--- config.mk ---
export PLATFORM = sky130hd
export DESIGN_NAME = uiuart_tx
export DESIGN_NICKNAME = d
export VERILOG_FILES = /design/src/rtl/uiuart_tx.sv
export SDC_FILE = /design/constraint.sdc
export NUM_CORES = 1
export LEC_CHECK = 0
export ABC_CLOCK_PERIOD_IN_PS = 2950
export CORE_ASPECT_RATIO = 2
export CORE_MARGIN = 2
export CORE_UTILIZATION = 24
export CTS_CLUSTER_SIZE = 8
export DETAILED_ROUTE_END_ITERATION = 7
export MAX_ROUTING_LAYER = met4
export SLEW_MARGIN = 20
export SYNTH_ARGS = -nofsm -noshare
export SYNTH_HDL_FRONTEND = slang
export SYNTH_SLANG_ARGS = --single-unit
--- constraint.sdc ---
create_clock -name I_clk -period 2.95 [get_ports I_clk]
set_input_delay 0.7375 -clock I_clk [delete_from_list [all_inputs] [get_ports I_clk]]
set_output_delay 0.7375 -clock I_clk [all_outputs]
set_load 0.005 [all_outputs]
--- src/rtl/uiuart_tx.sv ---
// UART transmitter: 1 start bit, 8 data bits LSB first, optional parity, 1 or 2 stop bits.
// A one-entry hold register lets the next byte start right after the current stop bit(s).
module uiuart_tx #(
   parameter int unsigned BAUD_DIV   = 10416,  // bit period minus 1, in I_clk cycles
   parameter int unsigned PARITY_EN  = 0,      // 1 = parity bit after D7
   parameter int unsigned PARITY_ODD = 0,      // 1 = odd parity, 0 = even
   parameter int unsigned STOP_BITS  = 1       // 1 or 2
) (
   input  logic       I_clk,
   input  logic       I_uart_rstn,
   input  logic [7:0] I_uart_wdata,
   input  logic       I_uart_wvalid,
   output logic       O_uart_wready,
   output logic       O_uart_tx,
   output logic       O_uart_busy
);

   typedef enum logic [2:0] {
      StIdle,
      StStart,
      StData,
      StParity,
      StStop
   } state_e;

   localparam logic [15:0] BaudMax  = 16'(BAUD_DIV);
   localparam logic [2:0]  StopLast = 3'(STOP_BITS - 1);
   localparam logic        ParOdd   = (PARITY_ODD != 0);
   localparam logic        ParEn    = (PARITY_EN != 0);

   state_e      state_q, state_d;
   logic [7:0]  hold_q, hold_d;
   logic        hold_full_q, hold_full_d;
   logic [7:0]  shift_q, shift_d;
   logic        parity_q, parity_d;
   logic [15:0] baud_cnt_q, baud_cnt_d;
   logic [2:0]  bit_cnt_q, bit_cnt_d;
   logic        tx_q, tx_d;

   logic accept;
   logic bit_end;

   // Handshake and status outputs
   always_comb begin
      O_uart_wready = I_uart_rstn & ~hold_full_q;
      O_uart_busy   = (state_q != StIdle) | hold_full_q;
      O_uart_tx     = tx_q;
      accept        = I_uart_wvalid & O_uart_wready;
      bit_end       = (baud_cnt_q == BaudMax);
   end

   // Next-state logic: hold register capture, frame sequencing and line value
   always_comb begin
      state_d     = state_q;
      hold_d      = hold_q;
      hold_full_d = hold_full_q;
      shift_d     = shift_q;
      parity_d    = parity_q;
      baud_cnt_d  = baud_cnt_q;
      bit_cnt_d   = bit_cnt_q;
      tx_d        = tx_q;

      // Accept needs an empty hold and a drain needs a full one, so the two never collide.
      if (accept) begin
         hold_d      = I_uart_wdata;
         hold_full_d = 1'b1;
      end

      unique case (state_q)
         StIdle: begin
            tx_d       = 1'b1;
            baud_cnt_d = 16'd0;
            bit_cnt_d  = 3'd0;
            if (hold_full_q) begin
               state_d     = StStart;
               shift_d     = hold_q;
               parity_d    = (^hold_q) ^ ParOdd;
               hold_full_d = 1'b0;
               tx_d        = 1'b0;
            end
         end

         StStart: begin
            if (bit_end) begin
               baud_cnt_d = 16'd0;
               bit_cnt_d  = 3'd0;
               state_d    = StData;
               tx_d       = shift_q[0];
               shift_d    = {1'b0, shift_q[7:1]};
            end else begin
               baud_cnt_d = baud_cnt_q + 16'd1;
            end
         end

         StData: begin
            if (bit_end) begin
               baud_cnt_d = 16'd0;
               if (bit_cnt_q == 3'd7) begin
                  bit_cnt_d = 3'd0;
                  if (ParEn) begin
                     state_d = StParity;
                     tx_d    = parity_q;
                  end else begin
                     state_d = StStop;
                     tx_d    = 1'b1;
                  end
               end else begin
                  bit_cnt_d = bit_cnt_q + 3'd1;
                  tx_d      = shift_q[0];
                  shift_d   = {1'b0, shift_q[7:1]};
               end
            end else begin
               baud_cnt_d = baud_cnt_q + 16'd1;
            end
         end

         StParity: begin
            if (bit_end) begin
               baud_cnt_d = 16'd0;
               bit_cnt_d  = 3'd0;
               state_d    = StStop;
               tx_d       = 1'b1;
            end else begin
               baud_cnt_d = baud_cnt_q + 16'd1;
            end
         end

         StStop: begin
            tx_d = 1'b1;
            if (bit_end) begin
               baud_cnt_d = 16'd0;
               if (bit_cnt_q == StopLast) begin
                  bit_cnt_d = 3'd0;
                  // Reload straight from hold on the same edge so frames abut with no idle gap.
                  if (hold_full_q) begin
                     state_d     = StStart;
                     shift_d     = hold_q;
                     parity_d    = (^hold_q) ^ ParOdd;
                     hold_full_d = 1'b0;
                     tx_d        = 1'b0;
                  end else begin
                     state_d = StIdle;
                  end
               end else begin
                  bit_cnt_d = bit_cnt_q + 3'd1;
               end
            end else begin
               baud_cnt_d = baud_cnt_q + 16'd1;
            end
         end

         default: begin
            state_d = StIdle;
            tx_d    = 1'b1;
         end
      endcase
   end

   // State registers; the line is forced high asynchronously while in reset
   always_ff @(posedge I_clk or negedge I_uart_rstn) begin
      if (!I_uart_rstn) begin
         state_q     <= StIdle;
         hold_q      <= 8'h00;
         hold_full_q <= 1'b0;
         shift_q     <= 8'h00;
         parity_q    <= 1'b0;
         baud_cnt_q  <= 16'd0;
         bit_cnt_q   <= 3'd0;
         tx_q        <= 1'b1;
      end else begin
         state_q     <= state_d;
         hold_q      <= hold_d;
         hold_full_q <= hold_full_d;
         shift_q     <= shift_d;
         parity_q    <= parity_d;
         baud_cnt_q  <= baud_cnt_d;
         bit_cnt_q   <= bit_cnt_d;
         tx_q        <= tx_d;
      end
   end

endmodule
==> results.md <==
* Outcome: completed
* Post-synth EDFFs at 0
* Crit path kind: reg2out
* RSZ-0062 raised after global routing: false
* Setup bufs post-CTS at 0
* Vias in the first global route at 1699
* Crit path required time at between 2 and 2.5 ns
* Worst r2r src: baud_cnt_q[0]$_DFFE_PN0P_
* Setup violations, final at 0
* R2R Path End: bit_cnt_q[2]$_DFFE_PN0P_
* Area after DPL at 2430 sq um
* Drt first pass iters at 4
* Post-synthesis register bit count at 40
* Num CTS Buffers at 5
* Final worst slack at roughly 0.38 ns
* First-pass GRT wire length at about 7.9 mm
* Number of synthesis warnings at 0
* Share of cells above drive strength 1 at 0.2081
* # diodes at 0
* IO Pins at 14
* Reg2Reg Setup Slack at 0.76 ns
* Post-synth top flop: dfrtp_1
* Ys async rst share at 1.000
* Yosys cell types at 50
* Crit path depth at 3
* Buf/Inv on CP at 1
* First-iteration detailed-routing DRC count at 51
* Seq/Total Area, Yosys at 0.4590
* CP max FO at 14
* Mapped Nets at between 200 and 250
* # DRC at 0
* Via count at around 1600
* Tot GR Track Use at 0.1067
* Clock-pin slew on the worst setup and hold paths at 0.06 ns
* Pre-CTS setup slack at 0.6170 ns
* Max Buffers Root-to-Sink at 2
* Area share of the largest cell type after synthesis at 0.4470
* Max Cap Viol at 0
* Worst slew margin at 0.5661
* Die X at about 71 um
* Static Leak at between 0.001 and 0.0015 uW
* Mapped Cells at 203
* WL/cell at 14.64 um
* Area of the core at 8890 sq um
* Final period utilization at 0.8710
* Hold Crit Endpoint: hold_q[4]$_DFFE_PN0P_
* Initial antenna violation count at 0
* Die Y at 138.9 um
* HPWL Detailed at 3.480 mm
* Cts-stage hold buffer count at 0
* Slew Limit Fails at 0
* CP arrival at about 1.8 ns
* Clk Latency, worst-skew pair at 0.28 ns
* Syn avg cell area at 10.76 sq um
* Nets at 236
* Syn Std Cell Area at 2183 sq um
* Final ANT Viol Nets at 0
* Hold WC Path Type: reg2reg
* CP Launch Type: register
* Final instance area at about 2600 sq um
* Max IR drop VDD at 0.5031 mV
* Worst hold stages at 1
* Grt total ovfl at 0
* H-tree depth at 2
* Routed WL at 4.728 mm
* Fmax at 389.2 MHz
* Largest net degree at the start of global routing at between 40 and 50
* Setup TNS at 0 ns
* Clock sinks at 40
* Initial Util at 0.2456
* Clk_skew at 0.003286 ns
* Area delta synth->final at 18.80%
* CP max stage cell: dfrtp_1
* Vias/cell at 4.985
* Clock period minus worst slack at 2.569 ns
* CP Cell Sequence: nor3_1 -> nand2b_1 -> clkdlybuf4s50_1
* Largest area contributor in the netlist: dfrtp_1
* Cell Rows at 49
* Top post-synthesis cells by area: dfrtp_1 45%, mux2_2 12%, o21ai_0 3.2%
* Die area at approximately 9900 sq um
* TritonCTS clock tree: yes
* Post_cts resized at 0
* Register-to-Register Path Depth at 6
* Hold Vio Cnt, Final at 0
* Worst hold start: hold_q[4]$_DFFE_PN0P_
* Crit path capture type: primary output
* Clock root buffer: clkbuf_16
* CP delay by family, top: simple AND/OR/NAND/NOR gates
* Post-synth top cells: 39 x dfrtp_1, 23 x mux2_2, 17 x nor2_1
* Port buffer count at 13
* PD cells at 798.9 nW/um^2
* Crit path largest cell delay at 0.53 ns
* GP Congestion at 0.8303
* Count leader, synth: dfrtp_1
* Worst slew pin tran at 0.6485 ns
[worst max path at each step]
stage                              from                     end
4_1_cts          state_q[2]$_DFFE_PN0P_             O_uart_busy
3_3_place_gp                I_uart_rstn           O_uart_wready
5_1_grt          state_q[2]$_DFFE_PN0P_             O_uart_busy
6_report         state_q[2]$_DFFE_PN0P_             O_uart_busy
2_1_floorplan  bit_cnt_q[0]$_DFFE_PN0P_  shift_q[0]$_DFFE_PN0P_
3_5_place_dp                I_uart_rstn           O_uart_wready
[through the flow]
stage	instances	hold WS [ns]	util	total power, uW
after global placement	315	0.4859	0.2733	1461
after global routing	323	0.5169	0.2918	2207
after detailed placement	315	0.4918	0.2733	1481
after CTS	323	0.5048	0.2918	2104
after floorplan	203	0.4419	-	1303
final	323	0.4984	0.2918	2072
[area by class of cell]
| class | count | area [sq um] |
|---|---|---|
| Inverter | 8 | 30.03 |
| Clock buffer | 6 | 128.9 |
| Fill cell | 908 | 6296 |
| Clock inverter | 2 | 35.03 |
| Timing Repair Buffer | 17 | 155.1 |
| Multi-Input combinational cell | 148 | 1115 |
| Sequential cell | 40 | 1002 |
| Tap cell | 102 | 127.6 |
[placed cells by master, fill, tap and decap left out, types with 2 or more instances in the layout]
master / count
xor2_1: 5
dfrtp_1: 39
or3_1: 3
o22ai_1: 2
nand3_1: 5
clkbuf_16: 5
clkdlybuf4s50_1: 12
a21oi_1: 5
and4_1: 2
mux2_2: 23
nor2b_1: 3
nor3_1: 3
o31ai_1: 2
nand4_1: 6
nand2b_1: 3
and3_1: 3
and4bb_2: 2
buf_4: 4
nand3b_1: 3
nor3b_1: 3
nor2_1: 17
xnor2_1: 6
ha_1: 5
mux2i_1: 2
nand2_1: 8
inv_1: 8
o311ai_0: 2
o21ai_0: 14
[flip-flops by register name, summed over array words and instances, names as in the netlist]
name         cells
shift_q          8
state_q          3
bit_cnt_q        3
hold_full_q      1
baud_cnt_q      16
O_uart_tx        1
hold_q           8
[layer usage]
layer	share of wire	wire [um]	global-route usage	vias to the layer above
met4	0.038	181	0.07249	0
met2	0.59	2768	0.1940	22
met3	0.021	101	0.02035	8
met5	0	0	-	-
met1	0.35	1677	0.09500	805
li1	-	-	-	775
[where the power goes]
part / total [uW] / internal, uW / switching, uW
clock network: 613 / 398 / 215
logic: 602 / 336 / 266
registers: 857 / 720 / 137
[cell families (layout without fill, tap and decap cells)]
group                      after synthesis  count (layout)  synth area share
and+or+nand+nor                         70              70            0.1948
DFF                                     40              40            0.4590
AOI/OAI and AO/OA                       36              36            0.1100
muxes                                   25              25            0.1278
buffers and inverters                   15              33           0.03037
xor gates and xnor gates                11              11           0.04412
adders and majority gates                6               6           0.03381
Note: power is estimated with default switching activity, not from simulation.
